`config.mk`:
```
export PLATFORM = sky130hd
export DESIGN_NAME = mprj_io_cfg_loader
export DESIGN_NICKNAME = d
export VERILOG_FILES = /design/src/rtl/mprj_io_cfg_pkg.sv /design/src/rtl/mprj_io_cfg_loader_clk_div.sv /design/src/rtl/mprj_io_cfg_loader.sv
export SDC_FILE = /design/constraint.sdc
export NUM_CORES = 1
export LEC_CHECK = 0
export ABC_CLOCK_PERIOD_IN_PS = 4880
export BUFFER_PORTS_ARGS = -buffer_cell sky130_fd_sc_hd__buf_2
export CAP_MARGIN = 25
export CORE_ASPECT_RATIO = 2
export CORE_UTILIZATION = 25
export CTS_CLUSTER_DIAMETER = 30
export DETAILED_ROUTE_END_ITERATION = 16
export SETUP_SLACK_MARGIN = 0.5
export SYNTH_ARGS = -nofsm -noshare
export SYNTH_HDL_FRONTEND = slang
export SYNTH_HIERARCHICAL = 1
export SYNTH_SLANG_ARGS = --single-unit
export TNS_END_PERCENT = 50
```
`constraint.sdc`:
```
create_clock -name clk -period 4.88 [get_ports clk]
set_clock_uncertainty 0.2 [all_clocks]
set_input_delay 0.244 -clock clk [delete_from_list [all_inputs] [get_ports clk]]
set_output_delay 0.244 -clock clk [all_outputs]
set_load 0.02 [all_outputs]
```
`src/rtl/mprj_io_cfg_pkg.sv`:
```
// Shared types and defaults for the user-project GPIO configuration loader.
package mprj_io_cfg_pkg;

  localparam int unsigned DEF_PADS_PER_CHAIN = 19;
  localparam int unsigned DEF_CFG_BITS       = 13;
  localparam int unsigned DEF_CLK_DIV        = 2;

  typedef enum logic [2:0] {
    IDLE  = 3'd0,
    CLEAR = 3'd1,
    SHIFT = 3'd2,
    LOAD  = 3'd3,
    DONE  = 3'd4
  } loader_state_e;

  // Counter width that stays at least one bit for degenerate ranges.
  function automatic int unsigned cnt_width(input int unsigned n);
    return (n > 1) ? $clog2(n) : 1;
  endfunction

endpackage

```
`src/rtl/mprj_io_cfg_loader_clk_div.sv`:
```
// Divides the core clock into loader_clock half-periods: a tick ends each
// half-period and phase tracks low (0) / high (1) while phase_en is held.
module loader_clk_div
  import mprj_io_cfg_pkg::*;
#(
  parameter int unsigned CLK_DIV = DEF_CLK_DIV
) (
  input  logic clk,
  input  logic reset,
  input  logic run,
  input  logic phase_en,
  output logic phase,
  output logic tick_c
);

  localparam int unsigned DIV_W = cnt_width(CLK_DIV);

  logic [DIV_W-1:0] div_cnt;

  assign tick_c = run && (div_cnt == DIV_W'(CLK_DIV - 1));

  always_ff @(posedge clk or posedge reset) begin
    if (reset) begin
      div_cnt <= '0;
      phase   <= 1'b0;
    end else begin
      if (!run || tick_c) begin
        div_cnt <= '0;
      end else begin
        div_cnt <= div_cnt + DIV_W'(1);
      end
      // Phase is held low outside the shift window so every bit starts low.
      if (!phase_en) begin
        phase <= 1'b0;
      end else if (tick_c) begin
        phase <= ~phase;
      end
    end
  end

endmodule

```
`src/rtl/mprj_io_cfg_loader.sv`:
```
// Clears, serially shifts and latches the GPIO control chains from the
// SoC config register file; chain 1 sends its far pad first.
module mprj_io_cfg_loader
  import mprj_io_cfg_pkg::*;
#(
  parameter int unsigned PADS_PER_CHAIN = DEF_PADS_PER_CHAIN,
  parameter int unsigned CFG_BITS       = DEF_CFG_BITS,
  parameter int unsigned CLK_DIV        = DEF_CLK_DIV
) (
  input  logic                                  clk,
  input  logic                                  reset,
  input  logic                                  start,
  output logic                                  busy,
  output logic                                  done,
  output logic [$clog2(2*PADS_PER_CHAIN)-1:0]   cfg_idx_1,
  output logic [$clog2(2*PADS_PER_CHAIN)-1:0]   cfg_idx_2,
  input  logic [CFG_BITS-1:0]                   cfg_word_1,
  input  logic [CFG_BITS-1:0]                   cfg_word_2,
  output logic                                  loader_resetn,
  output logic                                  loader_clock,
  output logic                                  loader_data_1,
  output logic                                  loader_data_2,
  output logic                                  loader_load
);

  localparam int unsigned IDX_W = $clog2(2 * PADS_PER_CHAIN);
  localparam int unsigned BIT_W = cnt_width(CFG_BITS);
  localparam int unsigned PAD_W = cnt_width(PADS_PER_CHAIN);

  loader_state_e       state;
  logic [BIT_W-1:0]    bit_cnt;
  logic [PAD_W-1:0]    pad_cnt;
  logic [CFG_BITS-1:0] shift_1;
  logic [CFG_BITS-1:0] shift_2;

  logic run_c;
  logic phase_en_c;
  logic phase;
  logic tick_c;
  logic word_end_c;
  logic last_pad_c;

  assign run_c      = (state == CLEAR) || (state == SHIFT) || (state == LOAD);
  assign phase_en_c = (state == SHIFT);
  assign word_end_c = (bit_cnt == BIT_W'(CFG_BITS - 1));
  assign last_pad_c = (pad_cnt == PAD_W'(PADS_PER_CHAIN - 1));

  loader_clk_div #(
    .CLK_DIV (CLK_DIV)
  ) u_clk_div (
    .clk      (clk),
    .reset    (reset),
    .run      (run_c),
    .phase_en (phase_en_c),
    .phase    (phase),
    .tick_c   (tick_c)
  );

  always_ff @(posedge clk or posedge reset) begin
    if (reset) begin
      state         <= IDLE;
      busy          <= 1'b0;
      done          <= 1'b0;
      cfg_idx_1     <= '0;
      cfg_idx_2     <= '0;
      bit_cnt       <= '0;
      pad_cnt       <= '0;
      shift_1       <= '0;
      shift_2       <= '0;
      loader_resetn <= 1'b1;
      loader_clock  <= 1'b0;
      loader_data_1 <= 1'b0;
      loader_data_2 <= 1'b0;
      loader_load   <= 1'b0;
    end else begin
      case (state)
        IDLE: begin
          if (start) begin
            state         <= CLEAR;
            busy          <= 1'b1;
            loader_resetn <= 1'b0;
            bit_cnt       <= '0;
            pad_cnt       <= '0;
            cfg_idx_1     <= IDX_W'(PADS_PER_CHAIN - 1);
            cfg_idx_2     <= IDX_W'(PADS_PER_CHAIN);
          end
        end

        // Leaving the clear drives the first bit of word 0.
        CLEAR: begin
          if (tick_c) begin
            state         <= SHIFT;
            loader_resetn <= 1'b1;
            shift_1       <= cfg_word_1;
            shift_2       <= cfg_word_2;
            loader_data_1 <= cfg_word_1[CFG_BITS-1];
            loader_data_2 <= cfg_word_2[CFG_BITS-1];
            if (!last_pad_c) begin
              cfg_idx_1 <= cfg_idx_1 - IDX_W'(1);
              cfg_idx_2 <= cfg_idx_2 + IDX_W'(1);
            end
          end
        end

        // Rising edge mid-bit; data moves only when the high phase ends.
        SHIFT: begin
          if (tick_c) begin
            if (!phase) begin
              loader_clock <= 1'b1;
            end else begin
              loader_clock <= 1'b0;
              if (word_end_c) begin
                bit_cnt <= '0;
                if (last_pad_c) begin
                  state         <= LOAD;
                  loader_load   <= 1'b1;
                  loader_data_1 <= 1'b0;
                  loader_data_2 <= 1'b0;
                end else begin
                  pad_cnt       <= pad_cnt + PAD_W'(1);
                  shift_1       <= cfg_word_1;
                  shift_2       <= cfg_word_2;
                  loader_data_1 <= cfg_word_1[CFG_BITS-1];
                  loader_data_2 <= cfg_word_2[CFG_BITS-1];
                  // The index for the following word is only needed if one exists.
                  if (pad_cnt != PAD_W'(PADS_PER_CHAIN - 2)) begin
                    cfg_idx_1 <= cfg_idx_1 - IDX_W'(1);
                    cfg_idx_2 <= cfg_idx_2 + IDX_W'(1);
                  end
                end
              end else begin
                bit_cnt       <= bit_cnt + BIT_W'(1);
                shift_1       <= {shift_1[CFG_BITS-2:0], shift_1[CFG_BITS-1]};
                shift_2       <= {shift_2[CFG_BITS-2:0], shift_2[CFG_BITS-1]};
                loader_data_1 <= shift_1[CFG_BITS-2];
                loader_data_2 <= shift_2[CFG_BITS-2];
              end
            end
          end
        end

        LOAD: begin
          if (tick_c) begin
            state       <= DONE;
            loader_load <= 1'b0;
            busy        <= 1'b0;
            done        <= 1'b1;
          end
        end

        DONE: begin
          state     <= IDLE;
          done      <= 1'b0;
          cfg_idx_1 <= '0;
          cfg_idx_2 <= '0;
        end

        default: begin
          state <= IDLE;
        end
      endcase
    end
  end

endmodule

```
# [Word-level counts from Yosys, hierarchy flattened]
# Index checks and enable logic that the tools add are counted.
[classes] addsub=5 eq_ne=18 mux=77 bitwise_logic=1 n_reduce_logical=24
[ops] operator="$mux W13" n=10
[ops] operator="$mux W6" n=16
[ops] operator="$pmux W13 S2" n=2
[ops] operator="$pmux W6 S4" n=2
[ops] operator="$mux W5" n=5
[ops] operator="$mux W1" n=22
[ops] operator="$mux W3" n=7
[ops] operator="$mux W4" n=4
[ops] operator="$ne A2 B2 Y1 const B" n=8
[ops] operator="$pmux W1 S2" n=6
[ops] operator="$pmux W3 S4" n=1
[ops] operator="$reduce_and A6 Y1" n=2
[ops] operator="$reduce_bool A2 Y1" n=6
[ops] operator="$pmux W5 S2" n=1
[ops] operator="$reduce_and A9 Y1" n=1
[ops] operator="$pmux W4 S2" n=1
[ops] operator="$reduce_and A4 Y1" n=2
[ops] operator="$reduce_and A7 Y1" n=1
[ops] operator="$add A6 B1 Y6 const B" n=1
[ops] operator="$eq A3 B2 Y1 const B" n=2
[ops] operator="$reduce_and A3 Y1" n=2
[ops] operator="$sub A6 B1 Y6 const B" n=1
[ops] operator="$add A5 B1 Y5 const B" n=1
[ops] operator="$eq A5 B5 Y1 const B" n=1
[ops] operator="other kinds (16)" n=20
[totals] regBits=59 output_inout_bits=19 word_cells=141

# [Depth between registers and ports, before layout]
# Gate-level depths: netlist (run 1).
[logic_depth] word_depth=7 ltp_mapped=11 ltp_nobuf=8

# [Cells and area by module]
# Netlist (run 1), hierarchy kept.
[modules_own_cells] mod="mprj_io_cfg_loader" instances=1 cells_per_inst=300 area_each_um2=2889.0
[modules_own_cells] mod="loader_clk_div" instances=1 cells_per_inst=8 area_each_um2=92.6

# [Worst setup path before layout (run 1)]
# OpenSTA, ideal clock, no wires.
[synth_timing] kind="flip-flop to flip-flop" startpoint="register state[2]" endpoint="register cfg_idx_1[4]" setup_time_ps=143 arrival_time_ps=1889 required_time_ps=4537 slack_ps=2648 stages_incl_launch_ff=10 path_buffers=2 period_less_slack_ps=2232 cell_sequence="dfrtp_1 clkbuf_1 nor2_1 and2_4 inv_1 a211oi_2 o21ai_1 buf_2 o311ai_0 o21ai_0"
[synth_via] elab_chain_cells=6 word_cells_on_any_way=19 classes_between="12 x eq/ne; 1 x mux; 6 x reduce/logical"
[synth_lines] item="start: declaration" line_no="mprj_io_cfg_loader.sv:30" text="loader_state_e state;"
[synth_lines] item="start signal: assignment" line_no="mprj_io_cfg_loader.sv:61" text="state <= IDLE;"
[synth_lines] item="start signal: assignment" line_no="mprj_io_cfg_loader.sv:79" text="state <= CLEAR;"
[synth_lines] item="start signal: assignment" line_no="mprj_io_cfg_loader.sv:92" text="state <= SHIFT;"
[synth_lines] item="$eq A3 B1 Y1 / $eq A3 B2 Y1 (equally long branches)" line_no="mprj_io_cfg_loader.sv:43" text="assign run_c = (state == CLEAR) || (state == SHIFT) || (state == LOAD);"
[synth_lines] item="$logic_or A1 B1 Y1" line_no="mprj_io_cfg_loader.sv:43"
[synth_lines] item="$logic_or A1 B1 Y1 (*)" line_no="mprj_io_cfg_loader.sv:43"
[synth_lines] item="net run_c" line_no="mprj_io_cfg_loader.sv:36" text="logic run_c;"
[synth_lines] item="$logic_and A1 B1 Y1 (*)" line_no="mprj_io_cfg_loader_clk_div.sv:20" text="assign tick_c = run && (div_cnt == DIV_W'(CLK_DIV - 1));"
[synth_lines] item="net tick_c" line_no="mprj_io_cfg_loader.sv:39" text="logic tick_c;"
[synth_lines] item="$ne A2 B1 Y1 (no line) / $ne A2 B2 Y1 (equally long branches)"
[synth_lines] item="$reduce_and A9 Y1 (no line) (*)"
[synth_lines] item="end signal: assignment" line_no="mprj_io_cfg_loader.sv:84" text="cfg_idx_1 <= IDX_W'(PADS_PER_CHAIN - 1);"
[synth_lines] item="end signal: assignment" line_no="mprj_io_cfg_loader.sv:99" text="cfg_idx_1 <= cfg_idx_1 - IDX_W'(1);"
[synth_lines] item="end signal: assignment" line_no="mprj_io_cfg_loader.sv:127" text="cfg_idx_1 <= cfg_idx_1 - IDX_W'(1);"
[synth_lines] item="end: declaration" line_no="mprj_io_cfg_loader.sv:15" text="output logic [$clog2(2*PADS_PER_CHAIN)-1:0] cfg_idx_1,"
# Mark *: on every way through the listed nets, which the timed path passes. The rest lies on a longest branch.
# A chain may end at the register's enable or synchronous reset.

# [Worst setup path after layout (run 1)]
[layout_timing] startpoint="register state[1]" endpoint="register cfg_idx_1[5]"
# The elaborated chain is that of the path after synthesis.

==> impl.org, run 1 <==
** Outcome
- Result of the run :: completed

** STA
- Number of slew-limit violations in the final report :: 0
- Fin crit share :: 0.567
- RSZ-0062 raised after global routing :: no
- The final count of hold timing violations was 0.
- Across all hold checks on the routed design, the worst slack comes to 0.0159 ns.
- Measured against its own limit, the worst slew margin works out to 0.394.
- Derived from the worst setup path, the maximum achievable clock frequency is 361 MHz.
- Final setup violation count :: 0
- Slew at the pin with the worst max-slew slack :: 0.900 ns
- Adding up every negative setup slack in the final design gives 0 ns.
- The worst path needs 2.77 ns of the cycle, external delays included.
- Setup slack closes at 2.11 ns.

** Drt
- After detailed routing, the number of vias per cell comes to 4.69.
- Total via count in the routed design :: 2366
- Number of iterations in the first detailed-routing pass :: 4
- For this block, the routed nets add up to 6.75 mm of wire.
- In the routed design, unresolved DRC markers number 0.
- DRC marker count from the first detailed-route iteration :: 108
- Dividing the detail-routed wire length by the instance count gives 13.4 µm.
- Count of antenna-violating nets left after detailed routing :: 0

** Floorplan
- In this run the vertical extent of the chip is 156 µm.
- The initial utilization of the core area, before any placement, comes to 0.255.
- The core region is 11700 µm².
- Measured along the x axis, the die boundary spans 79.2 µm.
- In this run the core area contains 56 standard-cell rows.
- Die Footprint :: 12400 µm²
- Total I/O pin count :: 48

** Run
- # Max-Cap Violations :: 0

** Synthesis
- The mapped netlist covers 2980 µm².
- Sorting the synthesized cells by area gives the leading types as dfrtp_1, o21ai_0, mux2i_1, nand2_1, ha_1.
- Ys flop type :: dfrtp_1
- Area share of the leading cell type in the synthesized netlist :: 0.487
- Post-Synthesis Net Count :: 344
- For this run, the number of Yosys warnings is 6.
- Count of mapped cells out of synthesis :: 308
- FFs w/ async S/R, synth :: 1.00
- Cell accounting for the most synthesized area :: dfrtp_1
- Synthesis instantiated 50 different standard cells from the library.
- Yosys mapped a number of flops with a built-in enable equal to 0.
- Total of flip-flops plus latches after synthesis :: 59
- The share of the Yosys chip area taken by registers is 0.496.
- Post-Syn Area per Cell :: 9.68 µm²

** Final layout
- The multi-input combinational cells in the finished layout cover a total of 1390 µm².
- 0 antenna diodes ended up in the layout.
- Area delta synth->final :: 23.2%
- Sequential Area :: 1480 µm²
- Final-stage net count :: 391
- Of the cells placed in the final design, the portion with a size suffix greater than 1 is 0.212.
- Number of inserted filler cells in the final layout :: 1220

** Placed design
- Before CTS, the worst setup slack after placement is 2.15 ns.
- Detailed placement HPWL :: 4.91 mm
- Routability congestion estimate from global placement :: 0.808
- Total of buffers placed on input and output ports :: 47

** CTS
- The clock passes through at most 2 buffers.
- TritonCTS clock tree :: done
- Latest clock arrival within the worst-skew pair :: 0.33 ns
- Clock tree synthesis selected as its root buffer the cell clkbuf_16.
- The tree built by TritonCTS fans out to 59 sinks.
- Buffers inserted during clock tree synthesis total 9.
- After clock tree synthesis, the clock-pin slew on the worst setup and hold paths is 0.05 ns.
- Number of levels the H-tree was split into :: 3

** Worst setup path
- Counting both buffers and inverters, the worst setup path holds a total of 1.
- STA classifies the critical path startpoint as a register.
- Cell seen most often among critical-path stages :: nor2_1
- STA classifies the critical path endpoint as a register.
- The critical path in this run is classified as register to register.
- Req. time, crit path :: 4.93 ns
- Top Family by Delay on Critical Path :: simple AND/OR/NAND/NOR gates
- In this design, the stage delay of the slowest critical-path cell is 0.62 ns.
- Crit-path cells :: nor2_1 -> nor2_1 -> and2_4 -> inv_1 -> a211oi_2 -> o21ai_1 -> or4_1 -> o22ai_1
- Endpoint arrival time on the critical path :: 2.82 ns
- Critical-path top delay cell :: dfrtp_1
- In this run the worst path has a maximum fanout of 14.

** Pwr
- Sum of internal, switching and leakage power :: 2.38 mW
- For this design the ratio of total power to cell area is 647 nW/µm².
- Worst ir drop on vdd :: 306 µV
- Lkg Pwr :: 1.77 nW

** Global route
- Summed over all layers, the global routing overflow is 0.
- Entering global routing, the biggest net connects 58 pins.
- Overall Global Routing Usage :: 0.122
- Vias in the first global route :: 2449
- Wire length of the first global-routing pass :: 11.6 mm
- Number of antenna violations at the first check in global routing :: 0

** Min path
- Class of the tightest hold or removal check :: input port to register
-- synthesized netlist by cell type (2+ instances only) --
library cell	count
clkbuf_1	5
o21ai_0	53
a21o_1	3
and3_1	3
ha_1	7
nand2_1	47
a21oi_1	8
o22ai_1	3
dfrtp_1	58
mux2i_1	26
nor4bb_1	2
nand2b_1	4
xor2_1	2
nand3_1	6
or4_1	2
a211oi_1	2
mux2_2	2
o211ai_1	4
o31ai_1	3
nor3_1	2
inv_1	12
buf_2	8
nand4_1	3
o41ai_1	3
o21ai_1	2
and2_1	2
nor2_1	13
-- logic make-up after synthesis --
family                   share of synthesized area
AO/OA/AOI/OAI                                0.173
XOR/XNOR                                   0.00881
adder cells (fa/ha/maj)                     0.0294
buffers and inverters                       0.0394
flip-flops                                   0.496
multiplexers                                0.0948
AND/OR/NAND/NOR                              0.159
-- power breakdown --
group	switching, mW	total (mW)	internal [mW]
Clock	0.220	0.675	0.455
Combinational	0.523	0.863	0.340
Sequential	0.158	0.839	0.680
Total	0.901	2.38	1.48
-- final cells by class --
| type | instances | area share |
|---|---|---|
| clock buffers | 10 | 0.0651 |
| clock inverters | 5 | 0.0211 |
| inverters | 13 | 0.0140 |
| multi-input cells | 222 | 0.377 |
| flip-flops and latches | 59 | 0.402 |
| well taps | 145 | 0.0494 |
| repair buffers | 50 | 0.0708 |
-- flip-flops by register name, indices dropped and copies added, names as in the netlist --
name	cells
shift_1	13
shift_2	13
cfg_idx_1	6
cfg_idx_2	6
pad_cnt	5
bit_cnt	4
state	3
busy	1
done	1
loader_clock	1
loader_data_1	1
loader_data_2	1
loader_load	1
loader_resetn	1
u_clk_div/div_cnt	1
u_clk_div/phase	1
-- metrics by stage --
step | cells | instance area, µm² | util
2_1_floorplan | 308 | 2980 | -
3_3_place_gp | 488 | 3350 | 0.286
3_5_place_dp | 488 | 3350 | 0.286
4_1_cts | 504 | 3670 | 0.314
5_1_grt | 504 | 3670 | 0.314
6_report | 504 | 3670 | 0.314
-- routing by layer --
| layer | part of all wire | up-vias | global-route usage |
|---|---|---|---|
| met5 | 0 | - | 0 |
| met2 | 0.54 | 44 | 0.216 |
| met4 | 0.027 | 0 | 0.0701 |
| met3 | 0.035 | 14 | 0.0251 |
| li1 | - | 1180 | - |
| met1 | 0.40 | 1128 | 0.130 |
-- timing repair --
item,in CTS,in global routing
endpoints found under the setup margin,0,0
gates resized for setup,0,0
buffers inserted,0,0
hold endpoints to repair,58,0
hold buffers,1,0
-- worst register-to-register path, cell delays in order (launching register included) --
cell	delay (ns)
dfrtp_1	0.62
nor2_1	0.10
nor2_1	0.17
and2_4	0.23
inv_1	0.08
a211oi_2	0.25
o21ai_1	0.33
or4_1	0.56
o22ai_1	0.16
-- path summary, 6_finish.rpt --
| check | slack (ns) | cells past startpoint | end | from |
|---|---|---|---|---|
| setup / recovery | 2.11 | 8 | cfg_idx_1[5] | state[1] |
| hold / removal | 0.02 | 3 | shift_2[7] | cfg_word_2[7] |
| setup reg to reg | 2.11 | 8 | cfg_idx_1[5] | state[1] |
| hold reg to reg | 0.27 | 2 | loader_clock | loader_clock |
| max in group asynchronous | 3.51 | 4 | state[1] | reset |
| min in group asynchronous | 0.13 | 3 | u_clk_div/phase | reset |
-- layout by cell type, fill, tap and decap left out, types with 2 or more instances in the layout --
cell type and n:
clkinv_2 2, buf_2 47, and2_1 2, o22ai_1 3, nor2_1 13, and3_1 3
mux2i_1 26, clkbuf_16 9, o21ai_0 53, ha_1 7, nand2_1 47, nand2b_1 4
dfrtp_1 58, o21ai_1 2, buf_4 2, nor3_1 2, or4_1 2, a21oi_1 8
nor4bb_1 2, nand4_1 3, xor2_1 2, o211ai_1 4, inv_1 11, nand3_1 6
a21o_1 3, a211oi_1 2, mux2_2 2, o41ai_1 3, bufinv_16 2, o31ai_1 3
No activity file was read; power rests on OpenSTA's default activity.
==> run 2, diff against run 1 <==
ABC_AREA = 1   (was not set)
ABC_CLOCK_PERIOD_IN_PS = 2700   (was 4880)
clock period = 2.7 ns   (was 4.88 ns; I/O delays follow)
==> impl.org, run 2 <==
** Outcome
- Result of the run: completed (unchanged).

** Global route
- The maximum number of pins on one net before global-route repair came to 58 (unchanged).
- The final global-route overflow total was 0 (unchanged).
- Vias in the first global route :: 2950 (was 2449)
- The number of antenna violations at the first check in global routing was 0 (unchanged).
- The total track usage is 0.120 (was 0.122).
- The first-pass GRT wire length came to 13.4 mm (was 11.6 mm).

** Worst setup path
- The top cell family by delay on the critical path was simple AND/OR/NAND/NOR gates (unchanged).
- Crit-path cells: inv_1 -> ha_1 -> nand2_1 -> inv_1 -> nand2_1 -> inv_1 -> nand2_1 -> nand2_1 -> nor2_2 -> buf_4 -> nand3_1 -> nand2_1 (was nor2_1 -> nor2_1 -> and2_4 -> inv_1 -> a211oi_2 -> o21ai_1 -> or4_1 -> o22ai_1).
- Critical-path top delay cell :: dfrtp_1 (unchanged)
- The stage delay of the slowest cell on the critical path was 0.43 ns (was 0.62 ns).
- Cell depth of the worst setup path :: 12 (was 8)
- The type of element capturing the critical path is a register (unchanged).
- The data arrival time of the worst path is 2.11 ns (was 2.82 ns).
- The total buffers and inverters traversed by the critical path is 4 (was 1).
- Minimum setup slack among reg-to-reg paths :: 0.65 ns (was 2.11 ns)
- The most frequent cell on the critical path is nand2_1 (was nor2_1).
- The biggest fanout along the worst timing path is 12 (was 14).
- The critical path class is register to register (unchanged).
- Worst r2r dst :: cfg_idx_2[2] (was cfg_idx_1[5])
- The launch instance of the worst register-to-register path is pad_cnt[0] (was state[1]).
- Worst setup SP type :: register (unchanged)
- The cell count of the worst reg-to-reg path was 12 (was 8).
- Req. time, crit path :: 2.76 ns (was 4.93 ns)

** Final layout
- The net total in the final layout was 586 (was 391).
- Commonest cells after routing, fill and taps aside: nand2_1, dfrtp_1, buf_2 (was dfrtp_1, o21ai_0, nand2_1, buf_2, mux2i_1).
- Area delta synth->final :: 31.4% (was 23.2%)
- The final core area utilization came to 0.334 (was 0.314).
- Share of post-route cells with drive strength above 1 :: 0.177 (was 0.212)
- Area of all placed cells without fillers :: 4350 µm² (was 3670 µm²)
- The final antenna diode count is 0 (unchanged).
- Top flop regs: shift_1 x13, shift_2 x13 (unchanged).
- Commonest non-fill, non-tap cell in the layout :: nand2_1 (was dfrtp_1)

** STA
- The worst setup slack after layout was 0.654 ns (was 2.11 ns).
- The slew at the pin closest to its max-slew limit came to 0.763 ns (was 0.900 ns).
- Fin crit share :: 0.758 (was 0.567)
- RSZ-0062 raised after global routing :: yes (was no)
- Smallest hold slack :: 0.0368 ns (was 0.0159 ns)
- The total setup violations reported at the end of the flow was 0 (unchanged).
- Peak clock frequency supported by timing :: 489 MHz (was 361 MHz)
- The number of slew-limit violations in the final report was 0 (unchanged).
- Tightest slew margin relative to the limit :: 0.491 (was 0.394)
- Min Clock Period, post-route :: 2.05 ns (was 2.77 ns)
- Total negative slack for setup checks :: 0 ns (unchanged)
- Final Hold Violating Endpoints :: 0 (unchanged)

** Pwr
- The total power divided by cell area was 1170 nW/µm² (was 647 nW/µm²).
- The worst IR drop on VDD was 624 µV (was 306 µV).
- Lkg Pwr :: 2.37 nW (was 1.77 nW)

** Drt
- The via count normalized by instance count is 4.43 (was 4.69).
- The number of routed nets with antenna violations came to 0 (unchanged).
- Total via count in the routed design :: 3127 (was 2366)
- The final routed DRC violation total was 0 (unchanged).
- Number of iterations in the first detailed-routing pass :: 4 (unchanged)
- Total length of routed wires :: 7.98 mm (was 6.75 mm)
- Routed length per placed instance :: 11.3 µm (was 13.4 µm)
- DRC marker count from the first detailed-route iteration :: 162 (was 108)

** Synthesis
- The number of warnings printed during yosys synthesis is 6 (unchanged).
- The simple-gate share of the synthesized area was 0.417 (was 0.159).
- Post-Syn Area per Cell :: 7.11 µm² (was 9.68 µm²)
- The synthesized flop and latch total came to 59 (unchanged).
- The dominant combinational cell family by area after synthesis was simple AND/OR/NAND/NOR gates (was compound AO/OA/AOI/OAI gates).
- FFs w/ async S/R, synth :: 1.00 (unchanged)
- Post-synthesis xor/xnor area fraction :: 0.0185 (was 0.00881)
- Number of enable-type register cells in the synthesized netlist :: 0 (unchanged)
- Ys flop type :: dfrtp_1 (unchanged)
- The mux contribution to synthesized area is 0 (was 0.0948).
- The most common cell in the netlist is nand2_1 (was dfrtp_1).
- The top cell type by total area after synthesis was dfrtp_1 (unchanged).
- Top cells by instance count after synthesis: nand2_1, dfrtp_1, nand3_1, inv_1, nor2_1 (was dfrtp_1, o21ai_0, nand2_1, mux2i_1, nor2_1).
- The area of the mapped netlist is 3310 µm² (was 2980 µm²).
- Area share of the leading cell type in the synthesized netlist :: 0.439 (was 0.487)
- Number of distinct standard cells referenced by the synthesized netlist :: 28 (was 50)
- The number of instances in the synthesized netlist came to 465 (was 308).
- Post-Synthesis Net Count :: 501 (was 344)
- Sequential cell area fraction in the yosys report :: 0.447 (was 0.496)
- The area share of fa/ha/maj cells after synthesis was 0.0265 (was 0.0294).
- Cell types occupying the most area after synthesis: dfrtp_1, nand2_1, nand3_1, inv_1, nor2_1 (was dfrtp_1, o21ai_0, mux2i_1, nand2_1, ha_1).
- The share of the synthesized area in compound gates (AO/OA/AOI/OAI) is 0.0295 (was 0.173).

** Run
- The number of max-cap violations is 0 (unchanged).

** CTS
- The total clock sinks came to 59 (unchanged).
- Max Root-Sink Buffers :: 2 (unchanged)
- The clock tree root driver cell is clkbuf_16 (unchanged).
- The total clock buffers created by CTS was 9 (unchanged).
- The clock latency on the worst-skew pair was 0.32 ns (was 0.33 ns).
- Number of levels the H-tree was split into :: 3 (unchanged)
- Clock transition at the registers of the reported paths :: 0.05 ns (about the same)
- TritonCTS clock tree :: done (unchanged)

** Floorplan
- The standard-cell row count is 59 (was 56).
- Die W :: 83.3 µm (was 79.2 µm)
- The I/O pin count is 48 (unchanged).
- Initial core utilization :: 0.255 (about the same)
- Die Footprint :: 13700 µm² (was 12400 µm²)
- The area of the placeable core is 13000 µm² (was 11700 µm²).
- The height of the die is 165 µm (was 156 µm).

** Placed design
- Post-Place Worst Slack :: 0.340 ns (was 2.15 ns)
- Total cell area at the placement stage :: 3710 µm² (was 3350 µm²)
- Detailed placement HPWL :: 5.39 mm (was 4.91 mm)
- The count of input and output buffers came to 47 (unchanged).
- The weighted congestion reported at the end of routability-driven placement is 0.812 (was 0.808).

** Min path
- Class of the tightest hold or removal check :: input port to asynchronous set/reset pin (was input port to register)
## run 2: worst min-delay path, cell delays in order
cell and delay [ns]:
dlygate4sd3_1 0.54, buf_2 0.13, inv_1 0.09
## run 2: cell families (layout without fill, tap and decap cells)
kind of cell | after synthesis | count (layout)
DFF | 59 | 59
adders and majority gates | 7 | 7
xor gates and xnor gates | 7 | 7
and+or+nand+nor | 332 | 332
AOI/OAI and AO/OA | 16 | 16
buffers and inverters | 44 | 133
## run 2: where the power goes
group          total [mW]  switching (mW)  internal (mW)
combinational        2.38            1.56          0.817
sequential           1.55           0.278           1.27
clock                1.14           0.385          0.758
total                5.07            2.22           2.84
## run 2: layout make-up
| cell class | count | area [µm²] |
|---|---|---|
| clock inverters | 2 | 35.0 |
| repair buffers | 87 | 609 |
| flip-flops and latches | 59 | 1480 |
| multi-input cells | 362 | 1650 |
| well taps | 152 | 190 |
| clock buffers | 13 | 260 |
| fillers | 1397 | 8650 |
| inverters | 31 | 119 |
## run 2: timing repair
| item | 4_1_cts | 5_1_grt |
|---|---|---|
| resized for setup | 4 | 7 |
| buffers inserted | 0 | 4 |
| hold buffers | 28 | 0 |
| hold endpoints to repair | 88 | 0 |
| endpoints found under the setup margin | 20 | 24 |
| pin swaps | 0 | 1 |
## run 2: worst max-delay path by stage
| stage | from | to | slack, ns |
|---|---|---|---|
| final | pad_cnt[0] | cfg_idx_2[2] | 0.65 |
| after global routing | pad_cnt[0] | cfg_idx_2[2] | 0.49 |
| after CTS | state[0] | cfg_idx_2[1] | 0.51 |
| after detailed placement | state[1] | pad_cnt[1] | 0.34 |
| after global placement | state[1] | cfg_idx_2[4] | 0.42 |
| after floorplan | state[0] | cfg_idx_1[3] | 0.67 |
## run 2: metal layers
layer / vias to the layer above / global-route usage / share of wire
li1: 1596 / - / -
met1: 1457 / 0.136 / 0.43
met2: 62 / 0.218 / 0.52
met3: 12 / 0.0280 / 0.036
met4: 0 / 0.0447 / 0.014
met5: - / 0 / 0
## run 2: through the flow
stage / std cells / total power, mW
after floorplan: 465 / 3.22
after global placement: 659 / 3.73
after detailed placement: 659 / 3.80
after CTS: 702 / 5.03
after global routing: 706 / 5.49
final: 706 / 5.07
